==> config.mk <==
export PLATFORM = sky130hd
export DESIGN_NAME = mem_arbiter
export DESIGN_NICKNAME = d
export VERILOG_FILES = /design/src/rtl/mem_arbiter.sv
export SDC_FILE = /design/constraint.sdc
export NUM_CORES = 1
export LEC_CHECK = 0
export CELL_PAD_IN_SITES_DETAIL_PLACEMENT = 1
export CELL_PAD_IN_SITES_GLOBAL_PLACEMENT = 1
export CORE_UTILIZATION = 17
export CTS_BUF_LIST = sky130_fd_sc_hd__clkbuf_16
export DETAILED_ROUTE_END_ITERATION = 8
export GPL_TIMING_DRIVEN = 0
export PLACE_DENSITY = 0.83
export SLEW_MARGIN = 20
export SYNTH_ARGS = -nofsm -noshare
export SYNTH_HDL_FRONTEND = slang
export SYNTH_SLANG_ARGS = --single-unit
export TNS_END_PERCENT = 20
==> constraint.sdc <==
create_clock -name clk -period 1.6 [get_ports clk]
set_input_delay 0.4 -clock clk [delete_from_list [all_inputs] [get_ports clk]]
set_output_delay 0.4 -clock clk [all_outputs]
set_load 0.02 [all_outputs]
==> src/rtl/mem_arbiter.sv <==
// mem_arbiter: shares one external memory port between the icache refill
// engine and the dcache refill/write-back engine. Each grant is a locked
// burst of BURST_LEN beats, starting at the requester's address aligned
// down to the burst block. Ties in IDLE are settled round-robin.
//
// Build option: define MEM_ARB_FIXED_PRIO_EN to give the dcache every tie.
// The icache can then starve while the dcache keeps requesting.
//
// Ports:
//   clk, reset_n          clock, asynchronous active-low reset
//   IC_REQ/ADR_SI         icache request and miss address (held until DONE)
//   IC_GNT/RDATA/VALID/DONE_SA  icache grant, read beat, beat strobe, last beat
//   DC_REQ/WE/ADR/WDATA_SI      dcache request, write-back flag, address, write word
//   DC_GNT/RDATA/VALID/DONE_SA  dcache grant, read beat, beat strobe, last beat
//   MEM_REQ/WE/ADR/WDATA_SA     memory beat request
//   MEM_ACK_SM, MEM_RDATA_SM    memory beat acknowledge and read data
module mem_arbiter #(
  parameter int BURST_LEN = 4,
  parameter int ADR_W     = 32,
  parameter int DATA_W    = 32
) (
  input  logic              clk,
  input  logic              reset_n,
  input  logic              IC_REQ_SI,
  input  logic [ADR_W-1:0]  IC_ADR_SI,
  output logic              IC_GNT_SA,
  output logic [DATA_W-1:0] IC_RDATA_SA,
  output logic              IC_VALID_SA,
  output logic              IC_DONE_SA,
  input  logic              DC_REQ_SI,
  input  logic              DC_WE_SI,
  input  logic [ADR_W-1:0]  DC_ADR_SI,
  input  logic [DATA_W-1:0] DC_WDATA_SI,
  output logic              DC_GNT_SA,
  output logic [DATA_W-1:0] DC_RDATA_SA,
  output logic              DC_VALID_SA,
  output logic              DC_DONE_SA,
  output logic              MEM_REQ_SA,
  output logic              MEM_WE_SA,
  output logic [ADR_W-1:0]  MEM_ADR_SA,
  output logic [DATA_W-1:0] MEM_WDATA_SA,
  input  logic              MEM_ACK_SM,
  input  logic [DATA_W-1:0] MEM_RDATA_SM
);

  localparam int              BEAT_W   = $clog2(BURST_LEN);
  localparam int              STRIDE   = DATA_W / 8;
  localparam logic [ADR_W-1:0] BLK_MASK = ADR_W'(BURST_LEN * STRIDE - 1);

  typedef enum logic [1:0] {IDLE, IC_BURST, DC_BURST} state_e;

  state_e             state, state_nxt;
  logic [BEAT_W-1:0]  beat;
  logic [ADR_W-1:0]   base;
  logic               we;
  logic               pick_ic, pick_dc;
  logic               beat_ack, last_beat;
  logic [ADR_W-1:0]   beat_adr;

  // Ack only counts while a burst owns the port; stray acks in IDLE are dropped.
  assign beat_ack  = (state != IDLE) && MEM_ACK_SM;
  assign last_beat = (beat == BEAT_W'(BURST_LEN - 1));
  assign beat_adr  = base + ADR_W'(beat) * ADR_W'(STRIDE);

`ifdef MEM_ARB_FIXED_PRIO_EN
  assign pick_dc = DC_REQ_SI;
`else
  // last_dc = 1 when the dcache owned the most recent burst; reset value
  // hands the first tie to the icache.
  logic last_dc;
  assign pick_dc = DC_REQ_SI && (!IC_REQ_SI || !last_dc);
`endif
  assign pick_ic = IC_REQ_SI && !pick_dc;

  // State register
  always_ff @(posedge clk or negedge reset_n) begin
    if (!reset_n) state <= IDLE;
    else          state <= state_nxt;
  end

  // Next-state logic
  always_comb begin
    state_nxt = state;
    case (state)
      IDLE: begin
        if (pick_ic)      state_nxt = IC_BURST;
        else if (pick_dc) state_nxt = DC_BURST;
      end
      IC_BURST, DC_BURST: if (beat_ack && last_beat) state_nxt = IDLE;
      default: state_nxt = IDLE;
    endcase
  end

  // Burst context: latched on the IDLE->burst transition so the requester's
  // address/we may change freely once granted.
  always_ff @(posedge clk or negedge reset_n) begin
    if (!reset_n) begin
      beat <= '0;
      base <= '0;
      we   <= 1'b0;
`ifndef MEM_ARB_FIXED_PRIO_EN
      last_dc <= 1'b1;
`endif
    end else if (state == IDLE) begin
      beat <= '0;
      if (pick_ic) begin
        base <= IC_ADR_SI & ~BLK_MASK;
        we   <= 1'b0;
`ifndef MEM_ARB_FIXED_PRIO_EN
        last_dc <= 1'b0;
`endif
      end else if (pick_dc) begin
        base <= DC_ADR_SI & ~BLK_MASK;
        we   <= DC_WE_SI;
`ifndef MEM_ARB_FIXED_PRIO_EN
        last_dc <= 1'b1;
`endif
      end
    end else if (beat_ack) begin
      beat <= last_beat ? '0 : beat + 1'b1;
    end
  end

  // Outputs: all zero in IDLE, so reset clears them immediately.
  always_comb begin
    IC_GNT_SA    = 1'b0;
    IC_RDATA_SA  = '0;
    IC_VALID_SA  = 1'b0;
    IC_DONE_SA   = 1'b0;
    DC_GNT_SA    = 1'b0;
    DC_RDATA_SA  = '0;
    DC_VALID_SA  = 1'b0;
    DC_DONE_SA   = 1'b0;
    MEM_REQ_SA   = 1'b0;
    MEM_WE_SA    = 1'b0;
    MEM_ADR_SA   = '0;
    MEM_WDATA_SA = '0;
    case (state)
      IC_BURST: begin
        IC_GNT_SA   = 1'b1;
        MEM_REQ_SA  = 1'b1;
        MEM_WE_SA   = we;
        MEM_ADR_SA  = beat_adr;
        IC_VALID_SA = MEM_ACK_SM;
        IC_RDATA_SA = MEM_ACK_SM ? MEM_RDATA_SM : '0;
        IC_DONE_SA  = MEM_ACK_SM && last_beat;
      end
      DC_BURST: begin
        DC_GNT_SA    = 1'b1;
        MEM_REQ_SA   = 1'b1;
        MEM_WE_SA    = we;
        MEM_ADR_SA   = beat_adr;
        MEM_WDATA_SA = we ? DC_WDATA_SI : '0;
        DC_VALID_SA  = MEM_ACK_SM;
        DC_RDATA_SA  = MEM_ACK_SM ? MEM_RDATA_SM : '0;
        DC_DONE_SA   = MEM_ACK_SM && last_beat;
      end
      default: ;
    endcase
  end

endmodule
==> impl_metrics.env <==
export IMPL_tritoncts="built"
export IMPL_crit_path_max_fanout=10
export IMPL_fin_nets=769
export IMPL_status="finished with violations"
export IMPL_seq_area_frac_synth_pct=32.3
export IMPL_slew_violations=0
export IMPL_dpl_hpwl_mm=12.4
export IMPL_yosys_area_top_type="dfrtp_1"
export IMPL_hold_path_class="in -> async"
export IMPL_yosys_warnings=0
export IMPL_io_pin_count=270
export IMPL_multi_input_area_um2=1930
export IMPL_grtUsageTotal_pct=18.9
export IMPL_drv_cap=0
export IMPL_synth_seq_cells=34
export IMPL_met2_usage_pct=36.3
export IMPL_grt_busiest_layer="met2"
export IMPL_crit_chain="buf_6 -> ha_4 -> clkbuf_16 -> clkbuf_16 -> and3_2 -> buf_6"
export IMPL_synth_area_um2=2640
export IMPL_dieWidth_um=127
export IMPL_overflow=0
export IMPL_fin_worst_skew_ns=0.00483
export IMPL_crit_type="reg -> out"
export IMPL_insertion_delay_ns=0.28
export IMPL_dieArea_um2=16000
export IMPL_drc=0
export IMPL_dp_cells=802
export IMPL_grt_pass1_wl_mm=23.5
export IMPL_yosysMostFrequentCell="and3_1"
export IMPL_clkSlewWorstSetupHoldPaths_ns=0.06
export IMPL_synth_edf_count=0
export IMPL_maxSlewHeadroom_pct=64.9
export IMPL_syn_instance_count=355
export IMPL_irDropWorstVdd_mv=0.725
export IMPL_powerDensity_nw_per_um2=1510
export IMPL_wl_per_cell_um=19.5
export IMPL_grtUsageMet3_pct=3.33
export IMPL_cts_made_buffers=5
export IMPL_crit_arrival_ns=1.62
export IMPL_netlist_area_leader_share_pct=31.3
export IMPL_clock_root_buffer="clkbuf_16"
export IMPL_met1_usage_pct=21.5
export IMPL_synthTopCellsByCount="and3_1, and2_1, clkbuf_1, dfrtp_1, nor2_1"
export IMPL_synth_area_leaders="dfrtp_1, and3_1, and2_1"
export IMPL_grt_max_degree=21
export IMPL_worst_pin_slew_ns=0.527
export IMPL_end_kind="primary output"
export IMPL_finalSetupTns_ns=-45.81
export IMPL_cpPeakStageDelay_ns=0.40
export IMPL_fp_dieH_um=127
export IMPL_final_layout_size_suffix_gt1_share_pct=47.3
export IMPL_drt_antenna_violating_nets=0
export IMPL_start_kind="register"
export IMPL_required_ns=1.20
export IMPL_postLayoutSetupSlackWorst_ns=-0.416
export IMPL_async_reset_ff_share_pct=100
export IMPL_critical_path_slowest_cell="dfrtp_1"
export IMPL_fillCellCount=1777
export IMPL_syn_to_final_growth_pct=138
export IMPL_instances_no_fill=821
export IMPL_place_congestion=0.805
export IMPL_syn_mean_instance_area_um2=7.44
export IMPL_p_leak_nw=2.92
export IMPL_power_mw=9.49
export IMPL_routed_wl_mm=16.0
export IMPL_start_util_pct=17.4
export IMPL_rsz0062_at_grt="yes"
export IMPL_fin_util_pct=41.4
export IMPL_setup_viol=135
export IMPL_drt_initial_drc_count=165
export IMPL_num_rows=45
export IMPL_synth_cell_type_count=28
export IMPL_ys_flop_type="dfrtp_1"
export IMPL_antenna_found_initial=1
export IMPL_post_route_period_util_pct=126
export IMPL_route_vias_total=3948
export IMPL_cts_sinks=34
export IMPL_drt_pass1_iter_count=6
export IMPL_violations="negative setup slack"
export IMPL_period_minus_slack_ns=2.02
export IMPL_ff_latch_area_um2=852
export IMPL_path_buf_inv=4
export IMPL_vias_per_cell=4.81
export IMPL_h_tree_depth=2
export IMPL_hold_viol=0
export IMPL_io_buffers=257
export IMPL_fp_coreArea_um2=15200
export IMPL_hold_buffers=0
export IMPL_max_freq_mhz=496
export IMPL_clockBufferDepth=2
export IMPL_crit_family="buffers and inverters"
export IMPL_grt_pass1_vias=4053
==> state kept, by name, summed over array words and instances (netlist names) <==
| signal | cells |
|---|---|
| base | 28 |
| beat | 2 |
| last_dc | 1 |
| we | 1 |
| state | 2 |
==> cells in the final DEF, fill, tap and decap left out, types with 9 or more instances in the layout <==
cell / instances
and2_4: 26
and3_1: 22
a31oi_1: 29
nor2_1: 32
and3_2: 36
clkbuf_1: 14
clkdlybuf4s50_1: 121
buf_8: 9
and3_4: 40
dfrtp_1: 33
buf_2: 28
o21ai_0: 25
a21oi_1: 29
buf_6: 95
buf_4: 29
clkbuf_16: 9
==> cell families after synthesis <==
kind of cell	synth area share (%)
compound gates	19.2
mux	0.758
flops	32.3
buf+inv	8.05
other cells	0.142
simple gates	37.7
fa+ha+maj	1.89
==> layer usage <==
metal	vias up	wire, um	part of all wire [%]
met1	1935	6150	38
li1	1803	-	-
met2	192	8380	52
met4	0	292	1.8
met5	-	0	0
met3	18	1160	7.3
==> final timing paths <==
check | start | slack, ns | end | cells after the start
worst max-delay path | state[1]$_DFFE_PN0P_ | -0.42 | MEM_WDATA_SA[19] | 6
worst min-delay path | reset_n | 0.05 | base[16]$_DFFE_PN0P_ | 1
worst max register to register | last_dc$_DFFE_PN1P_ | -0.03 | base[23]$_DFFE_PN0P_ | 4
worst min register to register | base[27]$_DFFE_PN0P_ | 0.53 | base[27]$_DFFE_PN0P_ | 2
max in group asynchronous | reset_n | 1.02 | last_dc$_DFFE_PN1P_ | 2
min in group clk | base[27]$_DFFE_PN0P_ | 0.53 | base[27]$_DFFE_PN0P_ | 2
==> power by group <==
part           switching (mW)  total [mW]  internal (mW)
clock                   0.379        1.27          0.887
combinational            3.29        6.64           3.35
sequential              0.279        1.58           1.30
==> per-stage QoR <==
stage | hold slack [ns] | area [um2] | worst slack [ns]
after floorplan | 0.104 | 2950 | -0.0533
after detailed placement | 0.351 | 5780 | -0.900
after global placement | 0.497 | 5760 | -0.850
after CTS | 0.0515 | 6000 | -0.465
final | 0.0476 | 6290 | -0.416
after global routing | 0.0679 | 6290 | -0.474
==> cell type report <==
type / count / area share, %
tap: 188 / 3.74
multi-input combinational: 273 / 30.7
antenna: 1 / 0.0398
buffer: 46 / 6.56
clock buffer: 5 / 1.99
sequential: 34 / 13.5
inverter: 3 / 0.179
timing repair buffer: 268 / 42.2
clock inverter: 3 / 1.01
==> repair_timing <==
item	in CTS	in global routing
pin swaps	6	24
setup buffers	5	3
resized for setup	702	125
setup endpoints to repair	160	156
gates cloned	2	0
Power figures use the tool's default switching activity.
